**src/rtl/riscv_decode_pkg.sv**
```systemverilog
// Shared opcode constants, format codes and the decoded-instruction record
// used by the RV32I/RV64I decode pipeline stage.
package riscv_decode_pkg;

    localparam logic [6:0] OPC_LOAD      = 7'b0000011;
    localparam logic [6:0] OPC_MISC_MEM  = 7'b0001111;
    localparam logic [6:0] OPC_OP_IMM    = 7'b0010011;
    localparam logic [6:0] OPC_AUIPC     = 7'b0010111;
    localparam logic [6:0] OPC_OP_IMM_32 = 7'b0011011;
    localparam logic [6:0] OPC_STORE     = 7'b0100011;
    localparam logic [6:0] OPC_OP        = 7'b0110011;
    localparam logic [6:0] OPC_LUI       = 7'b0110111;
    localparam logic [6:0] OPC_OP_32     = 7'b0111011;
    localparam logic [6:0] OPC_BRANCH    = 7'b1100011;
    localparam logic [6:0] OPC_JALR      = 7'b1100111;
    localparam logic [6:0] OPC_JAL       = 7'b1101111;
    localparam logic [6:0] OPC_SYSTEM    = 7'b1110011;

    typedef enum logic [2:0] {
        FMT_R = 3'd0,
        FMT_I = 3'd1,
        FMT_S = 3'd2,
        FMT_B = 3'd3,
        FMT_U = 3'd4,
        FMT_J = 3'd5
    } fmt_e;

    // Immediate and PC are XLEN-wide and travel beside this record in the payload.
    typedef struct packed {
        logic [6:0] opcode;
        logic [4:0] rd;
        logic [2:0] funct3;
        logic [4:0] rs1;
        logic [4:0] rs2;
        logic [6:0] funct7;
        fmt_e       fmt;
        logic       illegal;
    } dec_t;

endpackage

```
**src/rtl/riscv_decode_pipe_skid_buf.sv**
```systemverilog
// Two-entry skid buffer with a registered in_ready; payload is an opaque bit
// vector so any record can be carried.
module pipe_skid_buf #(
    parameter int W = 8
) (
    input  logic         clk,
    input  logic         rst_n,
    input  logic         flush,
    input  logic         in_valid,
    output logic         in_ready,
    input  logic [W-1:0] in_data,
    output logic         out_valid,
    input  logic         out_ready,
    output logic [W-1:0] out_data
);

    logic         r_out_valid;
    logic         r_skid_valid;
    logic         r_in_ready;
    logic [W-1:0] r_out_data;
    logic [W-1:0] r_skid_data;

    logic         w_in_fire;
    logic         w_out_fire;
    logic         w_out_valid_n;
    logic         w_skid_valid_n;
    logic         w_in_ready_n;
    logic [W-1:0] w_out_data_n;
    logic [W-1:0] w_skid_data_n;

    assign w_in_fire  = in_valid & r_in_ready;
    assign w_out_fire = r_out_valid & out_ready;

    // Next-state: the output slot always holds the oldest entry, the skid slot the younger one.
    always_comb begin
        w_out_valid_n  = r_out_valid;
        w_skid_valid_n = r_skid_valid;
        w_out_data_n   = r_out_data;
        w_skid_data_n  = r_skid_data;
        if (flush) begin
            w_out_valid_n  = 1'b0;
            w_skid_valid_n = 1'b0;
        end else if (!r_out_valid || w_out_fire) begin
            if (r_skid_valid) begin
                w_out_valid_n  = 1'b1;
                w_out_data_n   = r_skid_data;
                w_skid_valid_n = 1'b0;
            end else if (w_in_fire) begin
                w_out_valid_n = 1'b1;
                w_out_data_n  = in_data;
            end else begin
                w_out_valid_n = 1'b0;
            end
        end else if (w_in_fire) begin
            w_skid_valid_n = 1'b1;
            w_skid_data_n  = in_data;
        end else begin
            w_skid_valid_n = r_skid_valid;
        end
        w_in_ready_n = !(w_out_valid_n && w_skid_valid_n);
    end

    // State registers; in_ready stays low through reset and rises on the first edge after it.
    always_ff @(posedge clk or negedge rst_n) begin
        if (!rst_n) begin
            r_out_valid  <= 1'b0;
            r_skid_valid <= 1'b0;
            r_in_ready   <= 1'b0;
            r_out_data   <= {W{1'b0}};
            r_skid_data  <= {W{1'b0}};
        end else begin
            r_out_valid  <= w_out_valid_n;
            r_skid_valid <= w_skid_valid_n;
            r_in_ready   <= w_in_ready_n;
            r_out_data   <= w_out_data_n;
            r_skid_data  <= w_skid_data_n;
        end
    end

    assign in_ready  = r_in_ready;
    assign out_valid = r_out_valid;
    assign out_data  = r_out_data;

endmodule

```
**src/rtl/riscv_decode_pipe.sv**
```systemverilog
// RISC-V instruction decode stage: combinational field/immediate decode feeding
// a two-entry skid buffer, plus a saturating count of delivered instructions.
module riscv_decode_pipe
    import riscv_decode_pkg::*;
#(
    parameter int XLEN     = 32,
    parameter bit RV64_OPS = (XLEN == 64),
    parameter int CNT_W    = 32
) (
    input  logic             clk,
    input  logic             rst_n,
    input  logic             flush,
    input  logic             in_valid,
    output logic             in_ready,
    input  logic [31:0]      in_insn,
    input  logic [XLEN-1:0]  in_pc,
    output logic             out_valid,
    input  logic             out_ready,
    output logic [6:0]       out_opcode,
    output logic [4:0]       out_rd,
    output logic [4:0]       out_rs1,
    output logic [4:0]       out_rs2,
    output logic [2:0]       out_funct3,
    output logic [6:0]       out_funct7,
    output logic [XLEN-1:0]  out_imm,
    output logic [2:0]       out_fmt,
    output logic             out_illegal,
    output logic [XLEN-1:0]  out_pc,
    output logic [CNT_W-1:0] dec_count
);

    localparam int W_PAY = $bits(dec_t) + 2 * XLEN;

    dec_t              w_dec;
    fmt_e              w_fmt_raw;
    logic              w_bad;
    logic [31:0]       w_imm32;
    logic [XLEN-1:0]   w_imm;
    logic [W_PAY-1:0]  w_in_payload;
    logic [W_PAY-1:0]  w_out_payload;
    dec_t              w_out_dec;
    logic [XLEN-1:0]   w_out_imm;
    logic [XLEN-1:0]   w_out_pc;
    logic              w_out_valid;
    logic              w_out_fire;
    logic [CNT_W-1:0]  r_dec_count;

    // Decode: format from opcode, then the immediate of that format sign-extended to XLEN.
    always_comb begin
        w_dec.opcode  = in_insn[6:0];
        w_dec.rd      = in_insn[11:7];
        w_dec.funct3  = in_insn[14:12];
        w_dec.rs1     = in_insn[19:15];
        w_dec.rs2     = in_insn[24:20];
        w_dec.funct7  = in_insn[31:25];
        w_dec.fmt     = FMT_R;
        w_dec.illegal = 1'b0;
        w_fmt_raw     = FMT_R;
        w_bad         = 1'b0;
        w_imm32       = 32'd0;
        case (in_insn[6:0])
            OPC_OP: begin
                w_fmt_raw = FMT_R;
            end
            OPC_OP_32: begin
                if (RV64_OPS) begin
                    w_fmt_raw = FMT_R;
                end else begin
                    w_bad = 1'b1;
                end
            end
            OPC_OP_IMM, OPC_LOAD, OPC_JALR, OPC_SYSTEM, OPC_MISC_MEM: begin
                w_fmt_raw = FMT_I;
            end
            OPC_OP_IMM_32: begin
                if (RV64_OPS) begin
                    w_fmt_raw = FMT_I;
                end else begin
                    w_bad = 1'b1;
                end
            end
            OPC_STORE:           w_fmt_raw = FMT_S;
            OPC_BRANCH:          w_fmt_raw = FMT_B;
            OPC_LUI, OPC_AUIPC:  w_fmt_raw = FMT_U;
            OPC_JAL:             w_fmt_raw = FMT_J;
            default:             w_bad     = 1'b1;
        endcase
        if (w_bad || (in_insn[1:0] != 2'b11)) begin
            w_dec.fmt     = FMT_R;
            w_dec.illegal = 1'b1;
            w_imm32       = 32'd0;
        end else begin
            w_dec.fmt     = w_fmt_raw;
            w_dec.illegal = 1'b0;
            case (w_fmt_raw)
                FMT_I:   w_imm32 = {{20{in_insn[31]}}, in_insn[31:20]};
                FMT_S:   w_imm32 = {{20{in_insn[31]}}, in_insn[31:25], in_insn[11:7]};
                FMT_B:   w_imm32 = {{19{in_insn[31]}}, in_insn[31], in_insn[7],
                                    in_insn[30:25], in_insn[11:8], 1'b0};
                FMT_U:   w_imm32 = {in_insn[31:12], 12'd0};
                FMT_J:   w_imm32 = {{11{in_insn[31]}}, in_insn[31], in_insn[19:12],
                                    in_insn[20], in_insn[30:21], 1'b0};
                default: w_imm32 = 32'd0;
            endcase
        end
        w_imm = XLEN'($signed(w_imm32));
    end

    assign w_in_payload = {in_pc, w_imm, w_dec};

    pipe_skid_buf #(
        .W (W_PAY)
    ) u_skid (
        .clk       (clk),
        .rst_n     (rst_n),
        .flush     (flush),
        .in_valid  (in_valid),
        .in_ready  (in_ready),
        .in_data   (w_in_payload),
        .out_valid (w_out_valid),
        .out_ready (out_ready),
        .out_data  (w_out_payload)
    );

    assign {w_out_pc, w_out_imm, w_out_dec} = w_out_payload;
    assign w_out_fire = w_out_valid & out_ready;

    // Delivered-instruction counter; a transfer in a flush cycle still counts.
    always_ff @(posedge clk or negedge rst_n) begin
        if (!rst_n) begin
            r_dec_count <= {CNT_W{1'b0}};
        end else if (w_out_fire && (r_dec_count != {CNT_W{1'b1}})) begin
            r_dec_count <= r_dec_count + CNT_W'(1);
        end else begin
            r_dec_count <= r_dec_count;
        end
    end

    assign out_valid   = w_out_valid;
    assign out_opcode  = w_out_dec.opcode;
    assign out_rd      = w_out_dec.rd;
    assign out_rs1     = w_out_dec.rs1;
    assign out_rs2     = w_out_dec.rs2;
    assign out_funct3  = w_out_dec.funct3;
    assign out_funct7  = w_out_dec.funct7;
    assign out_imm     = w_out_imm;
    assign out_fmt     = w_out_dec.fmt;
    assign out_illegal = w_out_dec.illegal;
    assign out_pc      = w_out_pc;
    assign dec_count   = r_dec_count;

endmodule

```
**config.mk**
```make
export PLATFORM = sky130hd
export DESIGN_NAME = riscv_decode_pipe
export DESIGN_NICKNAME = d
export VERILOG_FILES = /design/src/rtl/riscv_decode_pkg.sv /design/src/rtl/riscv_decode_pipe_skid_buf.sv /design/src/rtl/riscv_decode_pipe.sv
export SDC_FILE = /design/constraint.sdc
export NUM_CORES = 1
export LEC_CHECK = 0
export ABC_AREA = 1
export CAP_MARGIN = 10
export CORE_MARGIN = 2
export CORE_UTILIZATION = 49
export DETAILED_ROUTE_END_ITERATION = 10
export PLACE_DENSITY = 0.89
export SLEW_MARGIN = 5
export SYNTH_ARGS = -nofsm -noshare
export SYNTH_HDL_FRONTEND = slang
export SYNTH_HIERARCHICAL = 1
export SYNTH_SLANG_ARGS = --single-unit
```
**constraint.sdc**
```tcl
create_clock -name clk -period 1.5 [get_ports clk]
set_input_delay 0.45 -clock clk [delete_from_list [all_inputs] [get_ports clk]]
set_output_delay 0.45 -clock clk [all_outputs]
set_load 0.1 [all_outputs]
```
==> impl_metrics.csv, run 1 <==
group,metric,value,unit
cts,clock-root-buffer,"clkbuf_16",
global_routing,grt_util_all_layers,0.759,
die,ios,203,
placement,io_buffers,202,
global_routing,overflow,194,
synthesis,syn-num-nets,1685,
synthesis,netlist.area_leader.share,0.486,
outcome,error,"[ERROR GRT-0232] Routing congestion too high. Check the congestion heatmap in the GUI.",
synthesis,synth_top_area_cell,"dfrtp_1",
cts,clkSinkCount,235,
placement,pre_cts_ws,-1420,ps
cts,clock_path_buffers,3,
synthesis,synth-edff-count,0,
die,die_w,161,µm
cts,cts_max_level,1,
die,chipHeight,161,µm
synthesis,syn_avg_cell_area,7.49,µm²
placement,dpl.hpwl,29100,µm
global_routing,grt_max_degree,101,
outcome,status,"stopped before the end",
synthesis,syn-instance-count,1614,
outcome,failing_step,"global routing",
synthesis,ys_async_sr_fraction,1.00,
synthesis,ys.flop_type,"dfrtp_1",
placement,gp_congestion,0.982,
synthesis,seq_area_frac_synth,0.486,
timing,worst_endpoint_kind,"register input",
die,initial_utilization,0.499,
synthesis,syn-cell-area,0.0121,mm²
synthesis,ys_warn_count,6,
timing,crit_endpoint,"u_skid/out_data[37]$_DFFE_PN0P_/D",
cts,cts_made_buffers,24,
synthesis,ys_top_cells_by_area,"dfrtp_1, nand2_1, nand4_1",
die,rows,57,
synthesis,ys_types,26,
synthesis,ys_ff_latch,235,
==> per-layer routing <==
metal,track usage,GRT overflow
met1,0.757,2
met2,0.919,97
met5,0.237,0
met3,0.605,3
met4,0.783,92
==> logic make-up after synthesis <==
kind of cell,after synthesis,synth area share
compound gates,40,0.0218
xor+xnor,30,0.0217
fa+ha+maj,2,0.00207
buf+inv,156,0.0678
flops,235,0.486
simple gates,1151,0.400
==> through the flow <==
stage          area, µm²   util  cells  TNS [ps]
2_1_floorplan      12500      -   1614    -31190
3_3_place_gp       17300  0.714   2201   -130720
3_5_place_dp       17300  0.714   2201   -145640
4_1_cts            19700  0.814   2336    -38710
==> synthesized netlist by cell type (all sizes together), types with 2 or more instances <==
master	n
nand3	126
xor2	28
nand2	840
ha	2
nor2	56
inv	46
buf	105
xnor2	2
nor3	18
a21oi	19
nand4	110
dfrtp	235
clkbuf	4
o21ai	21
==> repair_timing <==
item / CTS
pin swaps: 77
gates cloned: 8
hold endpoints to repair: 35
hold buffers: 1
gates resized for setup: 226
endpoints found under the setup margin: 302
buffers inserted: 83
==> inputs of run 2 (changes only) <==
--- a/config.mk
+++ b/config.mk
@@ -8,9 +8,9 @@
 export ABC_AREA = 1
 export CAP_MARGIN = 10
 export CORE_MARGIN = 2
-export CORE_UTILIZATION = 49
+export CORE_UTILIZATION = 40
 export DETAILED_ROUTE_END_ITERATION = 10
-export PLACE_DENSITY = 0.89
+export PLACE_DENSITY_LB_ADDON = 0.15
 export SLEW_MARGIN = 5
 export SYNTH_ARGS = -nofsm -noshare
 export SYNTH_HDL_FRONTEND = slang
==> constraint.sdc (replaced) <==
create_clock -name clk -period 1.95 [get_ports clk]
set_input_delay 0.585 -clock clk [delete_from_list [all_inputs] [get_ports clk]]
set_output_delay 0.585 -clock clk [all_outputs]
set_load 0.1 [all_outputs]
==> run 2 against run 1 <==
  * The flow now finishes, with violations (negative setup slack)
  * Synthesized cell count is the same
  * Synthesized area is the same
==> impl_metrics.csv, run 2 <==
group,metric,value,unit
outcome,status,"complete, but fails checks",
outcome,violations,"negative setup slack",
worst_setup_path,cpPeakStageDelay,130,ps
cts,clkSinkCount,235,
synthesis,syn-num-nets,1685,
timing,max_freq,511,MHz
worst_setup_path,critPathRequiredTime,2390,ps
synthesis,ys_ff_latch,235,
synthesis,yosys-top-cells-count,"nand2_1, dfrtp_1, nand3_1",
worst_setup_path,cp-start-kind,"input port",
finish,seqCellArea,0.00593,mm²
cts,cts_made_buffers,28,
placement,dpl.hpwl,26500,µm
power_and_ir_drop,power.switching,6.97,mW
worst_setup_path,path_cells,"buf_8 > buf_8 > inv_16 > nand2_4 > nor2_4 > buf_4 > buf_4 > buf_4 > nand2_4 > nand4_1 > nand2_1 > inv_2 > nand2_1 > inv_2 > buf_4 > buf_12 > nand3_1 > nand2_2 > nand2_1 > nand2_1 > nand4_1 > nand2_1",
placement,detailed_place.area,0.0168,mm²
cts,clock_path_buffers,3,
worst_setup_path,cp.arrival,2400,ps
routing,drtIter0Drc,1030,
synthesis,ys.flop_type,"dfrtp_1",
synthesis,yosysMostFrequentCell,"nand2_1",
global_routing,grt_util_all_layers,0.249,
timing,skew,22.3,ps
power_and_ir_drop,swShare,0.390,
power_and_ir_drop,cellPowerDensity,983,mW/mm²
timing,slew_viol_final,0,
finish,layout_common_cells,"nand2_1, dfrtp_1, buf_12, nand3_1, nand4_1",
synthesis,seq_area_frac_synth,0.486,
synthesis,syn_avg_cell_area,7.49,µm²
finish,drive_gt1_frac,0.246,
timing,layout_min_cycle_time,1960,ps
global_routing,grt_pass1_wl,62900,µm
placement,gp_congestion,0.894,
synthesis,netlist.area_leader.share,0.486,
power_and_ir_drop,internal-power,10.9,mW
timing,fin_ws,-7.85,ps
global_routing,overflow,0,
die,rows,63,
routing,ant_nets,0,
global_routing,grt_pass1_vias,11500,
timing,whs,434,ps
routing,avgRoutedWirePerCell,17.2,µm
finish,final_area,0.0182,mm²
die,ios,203,
worst_setup_path,cp_common_cell,"nand2_1",
die,dieArea,0.0316,mm²
timing,finalSetupViolCount,2,
worst_setup_path,crit_slowest_cell,"buf_4",
finish,antenna_cells,0,
power_and_ir_drop,power,17.9,mW
die,core_area,0.0297,mm²
global_routing,antenna_found_initial,1,
timing,rsz0062_at_grt,"true",
timing,tightestPinTransition,493,ps
die,die_w,178,µm
cts,cts_tree,"done",
die,chipHeight,178,µm
synthesis,synth_top_area_cell,"dfrtp_1",
timing,period_share,1.00,
synthesis,ys_async_sr_fraction,1.00,
die,initial_utilization,0.407,
synthesis,syn-instance-count,1614,
timing,finalHoldViolCount,0,
finish,syn2layout_area_growth,50.3,%
power_and_ir_drop,p_leak,9.06,nW
synthesis,ys_types,26,
synthesis,ys_warn_count,6,
cts,clock-root-buffer,"clkbuf_16",
finish,nNetsFinal,1931,
worst_setup_path,cp_max_fo,6,
finish,multi_input_area,0.00580,mm²
hold_path,holdCritPathClass,"in -> reg",
cts,clk_latency,560,ps
routing,viasPerCell,5.20,
synthesis,synth-edff-count,0,
cts,clkTransAtPathRegs,60,ps
finish,n_fill_cell,2476,
cts,cts_max_level,1,
routing,vias,11800,
timing,max_slew_margin,0.671,
job,max_cap_viol_count,0,
synthesis,syn-cell-area,0.0121,mm²
finish,final_common_cell,"nand2_1",
worst_setup_path,criticalPathCategory,"in -> reg",
routing,dr.pass1.iters,6,
power_and_ir_drop,p_comb_frac,0.354,
placement,io_buffers,202,
routing,wirelength,39000,µm
worst_setup_path,end_kind,"flop",
global_routing,grt_max_degree,101,
placement,pre_cts_ws,-998,ps
routing,drc,0,
synthesis,ys_top_cells_by_area,"dfrtp_1, nand2_1, nand4_1",
power_and_ir_drop,ir_worst_vdd,0.000891,V
power_and_ir_drop,p_clk_frac,0.292,
power_and_ir_drop,p_seq_frac,0.355,
## run 2: cell counts after synthesis
Identical to the previous run, type by type.
## run 2: path summary, 6_finish.rpt
kind,start,end,slack (ps),depth (start not counted)
min in group asynchronous,rst_n,dec_count[1]$_DFFE_PN0P_,480,2
worst max register to register,dec_count[0]$_DFFE_PN0P_,dec_count[18]$_DFFE_PN0P_,80,11
worst min-delay path,in_insn[0],u_skid/r_skid_data[29]$_DFFE_PN0P_,430,4
worst min register to register,u_skid/r_skid_data[77]$_DFFE_PN0P_,u_skid/r_skid_data[77]$_DFFE_PN0P_,470,2
worst max-delay path,in_insn[3],u_skid/out_data[56]$_DFFE_PN0P_,-8,22
max in group asynchronous,rst_n,u_skid/r_skid_data[89]$_DFFE_PN0P_,740,4
## run 2: repair_timing
action / 4_1_cts / 5_1_grt
hold buffers: 1 / 0
gates cloned: 1 / 1
setup buffers: 10 / 6
hold endpoints to repair: 18 / 0
pin swaps: 20 / 31
resized for setup: 46 / 49
endpoints found under the setup margin: 68 / 47
## run 2: layout make-up
type	count	area share
multi-input cells	1223	0.319
clock buffers	39	0.0452
inverters	47	0.0118
repair buffers	325	0.265
clock inverters	12	0.00599
well taps	390	0.0268
flip-flops and latches	235	0.326
## run 2: per-stage QoR
stage / util / TNS (ps) / std cells
finish: 0.612 / -10.6 / 2271
global route: 0.612 / -2430 / 2271
CTS: 0.603 / -13.2 / 2265
detailed placement: 0.567 / -72580 / 2202
global placement: 0.567 / -70220 / 2202
floorplan: - / -1240 / 1614
## run 2: kinds of logic after synthesis
family / after synthesis / share of synthesized area
adders and majority gates: 2 / 0.00207
xor gates and xnor gates: 30 / 0.0217
DFF: 235 / 0.486
buffers and inverters: 156 / 0.0678
AOI/OAI and AO/OA: 40 / 0.0218
and+or+nand+nor: 1151 / 0.400
## run 2: critical path, delay by kind of cell
kind                   cells  cell delay (ps)
and+or+nand+nor           12              850
buffers and inverters     10              970
## run 2: power groups by stage
stage	sequential (mW)	combinational, mW	clock (mW)
floorplan	8.81	1.19	0
global placement	6.40	6.26	0
detailed placement	6.41	6.31	0
CTS	6.34	6.34	5.32
global route	6.43	6.64	5.54
finish	6.34	6.32	5.21
## run 2: routing by layer
metal	part of all wire	vias up	global-route usage
met2	0.46	476	0.390
met4	0.020	2	0.0618
met1	0.43	5613	0.352
li1	-	5658	-
met3	0.084	61	0.0525
met5	0.00033	-	0
Power figures use the tool's default switching activity.
==> inputs of run 3 (changes only) <==
--- a/config.mk
+++ b/config.mk
@@ -11,6 +11,7 @@
 export CORE_UTILIZATION = 40
 export DETAILED_ROUTE_END_ITERATION = 10
 export PLACE_DENSITY_LB_ADDON = 0.15
+export SETUP_SLACK_MARGIN = 0.02
 export SLEW_MARGIN = 5
 export SYNTH_ARGS = -nofsm -noshare
 export SYNTH_HDL_FRONTEND = slang
==> run 3 against run 2 <==
  * The run now ends clean
  * Final cell count decreased by 0.26%
  * Via count rose by 0.20%
  * Count of clock-buffer cells in the layout unchanged
  * Global-route usage increased by 0.24 points
  * Setup slack improved by 28 ps
  * Worst hold slack lost 6.6 ps
  * Non-clock buffer count down 7
  * First-iteration DRC count down 23%
  * Largest power group is now combinational logic
  * Fmax grew 1.5%
  * Wire length rose by 0.12%
  * Combinational power rose by 2%
  * Clock skew down 13 ps
  * Largest cell class unchanged
==> impl_metrics.csv, run 3 (synthesized netlist as in run 2, its figures left out) <==
group,metric,value,unit
job,max_cap_viol_count,0,
timing,period_share,0.989,
timing,layout_min_cycle_time,1930,ps
cts,clkSinkCount,235,
placement,dpl.hpwl,26600,µm
die,chipHeight,178,µm
power_and_ir_drop,ir_worst_vdd,0.000737,V
global_routing,use_met3,0.0433,
die,core_area,0.0297,mm²
finish,layout_common_cells,"nand2_1, dfrtp_1, buf_12, nand4_1, nand3_1",
worst_setup_path,criticalPathCategory,"in -> reg",
outcome,status,"finished clean",
finish,final_area,0.0183,mm²
die,dieArea,0.0316,mm²
worst_setup_path,cp.arrival,2420,ps
hold_path,holdCritPathClass,"in -> reg",
routing,wirelength,39000,µm
die,ios,203,
power_and_ir_drop,p_leak,9.08,nW
timing,max_slew_margin,0.663,
power_and_ir_drop,cellPowerDensity,1010,mW/mm²
finish,drive_gt1_frac,0.244,
cts,clock-root-buffer,"clkbuf_16",
routing,drtIter0Drc,794,
cts,clock_path_buffers,3,
routing,ant_nets,0,
finish,antenna_cells,0,
global_routing,grt_max_degree,101,
placement,gp_congestion,0.889,
finish,nNetsFinal,1924,
worst_setup_path,critPathRequiredTime,2440,ps
cts,cts_tree,"done",
die,rows,63,
worst_setup_path,setup.worst_path.start,"in_insn[3]",
finish,syn2layout_area_growth,51.3,%
global_routing,antenna_found_initial,1,
finish,finish.utilization,0.615,
timing,fin_setup_tns,0,ps
finish,final_common_cell,"nand2_1",
routing,vias,11800,
cts,clk_latency,550,ps
timing,skew,9.12,ps
cts,clkTransAtPathRegs,60,ps
timing,finalSetupViolCount,0,
placement,io_buffers,202,
timing,finalHoldViolCount,0,
global_routing,gr-usage-met2,0.396,
global_routing,grt_pass1_vias,11600,
timing,slew_viol_final,0,
timing,tightestPinTransition,506,ps
die,die_w,178,µm
worst_setup_path,cp_max_fo,6,
timing,rsz0062_at_grt,"true",
worst_setup_path,end_kind,"flop",
placement,detailed_place.area,0.0169,mm²
timing,max_freq,518,MHz
global_routing,grt_util_all_layers,0.251,
power_and_ir_drop,power,18.5,mW
global_routing,grt_pass1_wl,63600,µm
routing,viasPerCell,5.22,
worst_setup_path,r2r_start,"dec_count[1]$_DFFE_PN0P_",
cts,cts_max_level,1,
global_routing,overflow,0,
global_routing,met1_usage,0.354,
worst_setup_path,cp-start-kind,"input port",
global_routing,grt_busiest_layer,"met2",
cts,cts_made_buffers,28,
finish,n_fill_cell,2543,
routing,dr.pass1.iters,6,
routing,avgRoutedWirePerCell,17.2,µm
routing,drc,0,
die,initial_utilization,0.407,
hold_path,min_from,"in_insn[6]",
run 3: final cells by class:
cell class,instances,area [µm²],share of cell area
well taps,390,488,0.0267
inverters,47,215,0.0118
flip-flops and latches,235,5930,0.324
clock buffers,39,823,0.0450
repair buffers,318,4800,0.262
clock inverters,13,194,0.0106
multi-input cells,1223,5840,0.319
run 3: worst max-delay path, stage by stage:
cell,delay (ps)
buf_6,100
buf_8,130
inv_16,60
nand2_4,50
nor2_4,90
nand3_2,70
nand2_2,70
inv_2,40
ha_4,150
inv_2,40
nand3_2,70
inv_2,90
nor2_4,50
buf_6,130
nand2_8,70
buf_12,120
nand2_2,60
nor2_4,160
nand2_2,60
nand2_1,60
nand4_1,70
nand2_1,80
run 3: stage by stage:
stage,worst slack (ps),hold slack [ps],instances
floorplan,-101,289,1614
global placement,-938,453,2202
detailed placement,-973,458,2202
CTS,9.51,419,2264
global route,-84.1,447,2265
finish,20.6,428,2265
run 3: timing repair:
action,in CTS,in global routing
buffers inserted,7,2
hold buffers,1,0
endpoints found under the setup margin,68,63
gates cloned,2,0
pin swaps,20,45
resized for setup,48,49
hold endpoints to repair,38,0
run 3: path summary, 6_finish.rpt:
check / endpoint / cells past startpoint / slack, ps
setup / recovery: u_skid/out_data[44]$_DFFE_PN0P_ / 22 / 20
hold / removal: u_skid/r_skid_data[35]$_DFFE_PN0P_ / 4 / 430
setup reg to reg: dec_count[4]$_DFFE_PN0P_ / 10 / 130
hold reg to reg: u_skid/r_skid_data[39]$_DFFE_PN0P_ / 2 / 470
max in group asynchronous: u_skid/out_valid$_DFF_PN0_ / 3 / 770
min in group asynchronous: dec_count[21]$_DFFE_PN0P_ / 2 / 540
run 3: where the power goes:
part,internal [mW],switching [mW]
Sequential,5.61,0.698
Clock,3.59,2.13
Combinational,2.26,4.18
run 3: metal layers:
metal,wire length [µm],vias up
li1,-,5646
met1,17100,5686
met3,2580,64
met5,11,-
met4,996,2
met2,18300,436
